**src/rtl/iob_mem_burst_ctrl_pkg.sv**
```systemverilog
// Shared definitions for the memory burst controller.
// Holds the 3-bit FSM state encoding used by the controller.
// No logic; imported by the controller.
package iob_mem_burst_ctrl_pkg;

  localparam int STATE_W = 3;

  typedef enum logic [STATE_W-1:0] {
    ST_IDLE     = 3'd0,
    ST_WRITE    = 3'd1,
    ST_RD_ISSUE = 3'd2,
    ST_RD_CAPT  = 3'd3,
    ST_RD_HOLD  = 3'd4
  } state_t;

endpackage

```
**src/rtl/iob_mem_burst_ctrl.sv**
```systemverilog
// Burst initiator for a single-address tiled memory: one command at a time, write and read streams.
// Latency: writes go to memory the cycle they are accepted (1 word/cycle); reads deliver 1 word per 3 cycles.
// Backpressure: write stream stalls on wr_valid=0; read data is held until rd_ready, no new read issued meanwhile.
module iob_mem_burst_ctrl
  import iob_mem_burst_ctrl_pkg::*;
#(
  parameter int DATA_W = 32,
  parameter int ADDR_W = 13,
  parameter int LEN_W  = 8
) (
  input  logic              clk,
  input  logic              rst,
  input  logic              req_valid,
  output logic              req_ready,
  input  logic              req_write,
  input  logic [ADDR_W-1:0] req_addr,
  input  logic [LEN_W-1:0]  req_len,
  input  logic              wr_valid,
  output logic              wr_ready,
  input  logic [DATA_W-1:0] wr_data,
  output logic              rd_valid,
  input  logic              rd_ready,
  output logic [DATA_W-1:0] rd_data,
  output logic              done,
  output logic              mem_w_en,
  output logic              mem_r_en,
  output logic [ADDR_W-1:0] mem_addr,
  output logic [DATA_W-1:0] mem_data_in,
  input  logic [DATA_W-1:0] mem_data_out
);

  state_t            state_q, state_d;
  logic [ADDR_W-1:0] addr_q, addr_d;
  logic [LEN_W-1:0]  cnt_q, cnt_d;
  logic [DATA_W-1:0] rd_data_q, rd_data_d;
  logic              rd_valid_q, rd_valid_d;
  logic              done_q, done_d;
  logic              r_en_q, r_en_d;
  logic              last_word;

  // Remaining count of zero means the word in flight is the last of the burst.
  assign last_word = (cnt_q == '0);

  // State and datapath registers; reset aborts any burst without a done pulse.
  always_ff @(posedge clk or posedge rst) begin
    if (rst) begin
      state_q    <= ST_IDLE;
      addr_q     <= '0;
      cnt_q      <= '0;
      rd_data_q  <= '0;
      rd_valid_q <= 1'b0;
      done_q     <= 1'b0;
      r_en_q     <= 1'b0;
    end else begin
      state_q    <= state_d;
      addr_q     <= addr_d;
      cnt_q      <= cnt_d;
      rd_data_q  <= rd_data_d;
      rd_valid_q <= rd_valid_d;
      done_q     <= done_d;
      r_en_q     <= r_en_d;
    end
  end

  // Next-state logic, address/count stepping and read capture.
  always_comb begin
    state_d    = state_q;
    addr_d     = addr_q;
    cnt_d      = cnt_q;
    rd_data_d  = rd_data_q;
    rd_valid_d = rd_valid_q;
    done_d     = 1'b0;
    unique case (state_q)
      ST_IDLE: begin
        // done_q blocks acceptance so a new command never lands on the done cycle.
        if (req_valid && !done_q) begin
          addr_d  = req_addr;
          cnt_d   = req_len;
          state_d = req_write ? ST_WRITE : ST_RD_ISSUE;
        end
      end
      ST_WRITE: begin
        if (wr_valid) begin
          if (last_word) begin
            done_d  = 1'b1;
            state_d = ST_IDLE;
          end else begin
            addr_d = addr_q + ADDR_W'(1);
            cnt_d  = cnt_q - LEN_W'(1);
          end
        end
      end
      ST_RD_ISSUE: begin
        state_d = ST_RD_CAPT;
      end
      ST_RD_CAPT: begin
        // Address is still held here, so the tile output mux returns the right word.
        rd_data_d  = mem_data_out;
        rd_valid_d = 1'b1;
        state_d    = ST_RD_HOLD;
      end
      ST_RD_HOLD: begin
        if (rd_ready) begin
          rd_valid_d = 1'b0;
          if (last_word) begin
            done_d  = 1'b1;
            state_d = ST_IDLE;
          end else begin
            addr_d  = addr_q + ADDR_W'(1);
            cnt_d   = cnt_q - LEN_W'(1);
            state_d = ST_RD_ISSUE;
          end
        end
      end
      default: begin
        state_d = ST_IDLE;
      end
    endcase
    // Registered read enable is high exactly while the FSM sits in RD_ISSUE.
    r_en_d = (state_d == ST_RD_ISSUE);
  end

  assign req_ready   = (state_q == ST_IDLE) && !done_q;
  assign wr_ready    = (state_q == ST_WRITE);
  assign mem_w_en    = wr_ready && wr_valid;
  assign mem_data_in = wr_ready ? wr_data : '0;
  assign mem_r_en    = r_en_q;
  assign mem_addr    = addr_q;
  assign rd_valid    = rd_valid_q;
  assign rd_data     = rd_data_q;
  assign done        = done_q;

endmodule

```
**config.mk**
```make
export PLATFORM = sky130hd
export DESIGN_NAME = iob_mem_burst_ctrl
export DESIGN_NICKNAME = d
export VERILOG_FILES = /design/src/rtl/iob_mem_burst_ctrl_pkg.sv /design/src/rtl/iob_mem_burst_ctrl.sv
export SDC_FILE = /design/constraint.sdc
export NUM_CORES = 1
export LEC_CHECK = 0
export ABC_CLOCK_PERIOD_IN_PS = 6300
export CORE_ASPECT_RATIO = 1.4
export CORE_MARGIN = 5
export CORE_UTILIZATION = 40
export CTS_BUF_LIST = sky130_fd_sc_hd__clkbuf_4
export DETAILED_ROUTE_END_ITERATION = 10
export PLACE_DENSITY = 0.79
export SLEW_MARGIN = 5
export SYNTH_ARGS = -nofsm -noshare
export SYNTH_HDL_FRONTEND = slang
export SYNTH_SLANG_ARGS = --single-unit
```
**constraint.sdc**
```tcl
create_clock -name clk -period 6.3 [get_ports clk]
set_input_delay 1.89 -clock clk [delete_from_list [all_inputs] [get_ports clk]]
set_output_delay 1.89 -clock clk [all_outputs]
set_load 0.01 [all_outputs]
```
=== Word-level counts from Yosys, hierarchy flattened ===
Cells that the tools add are included.
Widths: inputs -> output; s select.

* Register bits: 59
* Output and inout bits: 83
* Input bits: 91
* Logic and storage cells: 51

* Reductions and logical operators: 10
* Mux-type cells: 24
* Eq/ne operators: 8
* $add $sub $neg: 2

{| class="wikitable"
|+ Operator list
! kind !! count
|-
| $mux 13 || 4
|-
| $pmux 13 s3 || 1
|-
| $mux 32 || 1
|-
| $mux 8 || 4
|-
| $pmux 8 s3 || 1
|-
| $pmux 3 s5 || 1
|-
| $add 13x1->13 const B || 1
|-
| $mux 3 || 4
|-
| $eq 3x2->1 const B || 3
|-
| $logic_not 8->1 || 1
|-
| $sub 8x1->8 const B || 1
|-
| $ne 2x2->1 const B || 3
|-
| $mux 1 || 4
|-
| $mux 2 || 2
|-
| $pmux 1 s2 || 2
|-
| $reduce_and 4->1 || 1
|-
| $eq 3x1->1 const B || 1
|-
| $eq 3x3->1 const B || 1
|-
| $logic_and 1x1->1 || 3
|-
| $logic_not 3->1 || 1
|-
| $reduce_bool 3->1 || 1
|-
| $reduce_and 2->1 || 1
|-
| $reduce_bool 2->1 || 1
|-
| $logic_not 1->1 || 1
|}

=== Logic depth before layout (Yosys ltp) ===
* Depth after elaboration: 5
* Depth in mapped cells: 8
* Mapped depth without buffers: 6

=== Least setup slack after synthesis ===
OpenSTA, ideal clock, no wires.

* Path type: input -> output
* Start point: input wr_data[0]
* End point: output mem_data_in[0]
* Setup slack: 2.374 ns
* Stages: 1
* Buffers on the path: 0
* Arrival time: 2.036 ns
* Cell sequence: and2_1

* Longest elaborated chain between the ends: 1

{| class="wikitable"
|+ Ends and longest elaborated chain
! what !! RTL line !! RTL
|-
| start, declared || iob_mem_burst_ctrl.sv:20 || <nowiki>input logic [DATA_W-1:0] wr_data,</nowiki>
|-
| $mux 32 || iob_mem_burst_ctrl.sv:126 || <nowiki>assign mem_data_in = wr_ready ? wr_data : '0;</nowiki>
|-
| end, declared || iob_mem_burst_ctrl.sv:28 || <nowiki>output logic [DATA_W-1:0] mem_data_in,</nowiki>
|}

Every way passes these cells.

=== Final worst setup path ===
* Start point: input wr_valid
* End point: output mem_w_en

* Longest elaborated chain between the ends: 1

{| class="wikitable"
|+ Ends and longest elaborated chain
! what !! RTL line !! RTL
|-
| start, declared || iob_mem_burst_ctrl.sv:18 || <nowiki>input logic wr_valid,</nowiki>
|-
| $logic_and 1x1->1 || iob_mem_burst_ctrl.sv:125 || <nowiki>assign mem_w_en = wr_ready && wr_valid;</nowiki>
|-
| end, declared || iob_mem_burst_ctrl.sv:25 || <nowiki>output logic mem_w_en,</nowiki>
|}

Every way passes these cells.

==> metrics <==
cell mode on critical path=clkdlybuf4s50_1; number of DRC markers in iteration 0=roughly 190; met2 WL=5160 um; Syn Nets=around 400; Cells after DPL=567; via count=between 3,000 and 4,000; WP buf/inv=2; crit-path max cell delay=approximately 0.53 ns; CTS tree=done; largest net degree at the start of global routing=60; Setup Viol. Count Final=0; Synth Register Bits=slightly below 60; clk slew on worst S/H paths=0.09 ns; max-slew violation count=0; post-synth top area cell=dfrtp_1; DRC=0; M1 WL=approximately 4500 um; PnR worst setup slack=roughly 1.3 ns; area growth from synthesis to layout=57.7%; delay-heaviest family, CP=buffers and inverters; global-route wire length before repair=between 15,000 and 20,000 um; Hold Path Origin=rd_data[24]; pre-CTS setup slack=1.34 ns; Worst R2R Path Depth=6; CTS Hold Bufs=0; distinct cell type count after synthesis=between 50 and 60; cell row count=39; WP data required=4.41 ns; crit path cell chain=clkdlybuf4s50_1 > and2_1 > clkdlybuf4s50_1; status=finished, final reports clean; layout cell share with drive strength beyond 1=about 14%; clk_skew=0.0141 ns; Num CTS Buffers=9; Die Width=between 80 and 90 um; CP max stage cell=clkdlybuf4s50_1; routed length per instance=about 18 um; syn_area_per_cell=~11 um^2; EDFF count, synth=0; Min-Delay Path Class=flop to flop; placed cell area=~0.0051 mm^2; Die ar.=between 0.01 and 0.015 mm^2; Static Leak=a little over 2 nW; top cells by area, synth=dfrtp_1 45%, mux2_2 11%, and2_1 6.4%, o2bb2ai_1 4.0%, o2111ai_1 3.4%; Root Driver=clkbuf_4; Syn. warnings=0; # resized after CTS=0; kind of end point of the critical path=primary output; Hold Path Depth=1; worst reg2reg path startpoint=cnt_q[0]; Post-DRT Antenna Nets=0; Nets=570; aggregate routed wire length=roughly 11,000 um; count leader, synth=dfrtp_1; postcts setup bufs=0; Sum Neg Setup Slack=0 ns; top cells by count, synth=59 x dfrtp_1, 34 x and2_1, 32 x mux2_2; ant diodes=0; count of mapped cells out of synthesis=309; Max Cap Viol=0; Critical Path AT=a little over 3 ns; Tcrit/Tclk final=roughly four fifths; Pwr Density=517 mW/mm^2; Port Buf Inserts=between 150 and 200; Most used DFF post-synth=dfrtp_1; CTS sink count=59; fin area=0.00521 mm^2; Hold EP=rd_data[24]; antenna violations before repair=0; H-Tree Level Count=3; Total GRT Usage=between 20% and 30%; CTS Buffer Depth=2; Yosys top cell area share=between 40% and 50%; relative slew slack=36.3%; startpoint types=input port; GRT Residual Overflow=0; minimum clock period=about 5.0 ns; Skew-Pair Late Insertion Delay=0.42 ns; fin cells=about 600; kind of critical path=input port to primary output; register area share after synthesis=~45%; RSZ-0062 raised after global routing=false; hpwl dp=~7800 um; Die Span Y=118 um; vias in the first global route=approximately 3,200; boundary pin count=around 170; routability cong.=between 0.7 and 0.8; Crit Path Max Fanout=3; core area=between 0.008 and 0.009 mm^2; ys async rst share=between 90% and 100%; Worst R2R End=mem_addr[7]; drt first pass iters=5; met3 WL post-DR=approximately 740 um; IR drop worst, VDD=0.259 mV; initial core utilization=40.8%; R2R Setup Slk=around 3.5 ns; Vias/cell=around 5.4; Fmax=about 200 MHz; Post-Syn Area=about 0.0033 mm^2; uppermost layer routed=met4; endpoints failing hold=0; Worst Tran Pin Value=between 0.9 and 1 ns
sequential cells by signal, indices dropped and copies added, names as in the netlist:
register / cells
mem_addr: 13
rd_data: 32
mem_r_en: 1
state_q: 3
done: 1
cnt_q: 8
rd_valid: 1
logic make-up (layout without fill, tap and decap cells):
kind of cell,Yosys count,in the layout,synth area share (%)
flip-flops,59,59,44.7
XOR/XNOR,2,2,1.10
buffers and inverters,34,206,5.12
AO/OA/AOI/OAI,70,70,16.3
AND/OR/NAND/NOR,107,107,20.0
multiplexers,34,34,11.7
adder cells (fa/ha/maj),3,3,1.14
layout by cell type (no fill, tap or decap), types with 2 or more instances in the layout:
cell and count:
o21ai_0 5, buf_4 5, clkbuf_4 10, nor2_1 6, inv_2 2, a41oi_1 2
a21o_1 2, o2bb2ai_1 15, ha_1 3, mux2_2 32, dfrtp_1 59, a21oi_1 10
nor3_2 2, and3_1 3, nand2_1 8, nor4b_1 2, nand4_1 8, clkinv_1 2
and2_1 34, nor3b_1 2, clkinv_2 3, o211ai_1 2, a22oi_1 11, nand3_1 8
nand2b_1 2, clkdlybuf4s50_1 173, a31oi_1 2, inv_1 9, nor4_1 5, nor3_1 16
o2111ai_1 13
cell type report:
type	instances	area, um^2
Clock inverter	6	56.3
Multi-Input combinational cell	216	1660
Fill cell	675	2890
Tap cell	102	128
Timing Repair Buffer	178	1770
Clock buffer	10	75.1
Sequential cell	59	1480
Inverter	12	45.0
metal layers:
layer  up-vias  global-route usage [%]
met4         0                    7.50
met3        15                    3.71
met1      1505                    28.3
li1       1498                       -
met2       139                    31.9
met5         -                       0
worst max-delay path by stage:
stage                    start              to  depth (start not counted)
floorplan           wr_data[0]  mem_data_in[0]                          1
global placement      wr_valid        mem_w_en                          3
detailed placement    wr_valid        mem_w_en                          3
CTS                   wr_valid        mem_w_en                          3
global route          wr_valid        mem_w_en                          3
finish                wr_valid        mem_w_en                          3
per-stage QoR:
step | total power [mW] | hold WS [ns] | utilization, %
3_5_place_dp | 2.44 | 0.492 | 62.7
4_1_cts | 2.71 | 0.518 | 64.3
2_1_floorplan | 1.70 | 0.488 | -
5_1_grt | 2.89 | 0.535 | 64.3
3_3_place_gp | 2.39 | 0.487 | 62.7
6_report | 2.69 | 0.516 | 64.3
power by group:
group	total (mW)	internal, mW	leakage (nW)	switching (mW)
Combinational	1.68	0.895	1.28	0.785
Clock	0.264	0.122	0.0736	0.142
Sequential	0.748	0.569	0.701	0.179
Total	2.69	1.59	2.05	1.11
No activity file was read; power rests on OpenSTA's default activity.
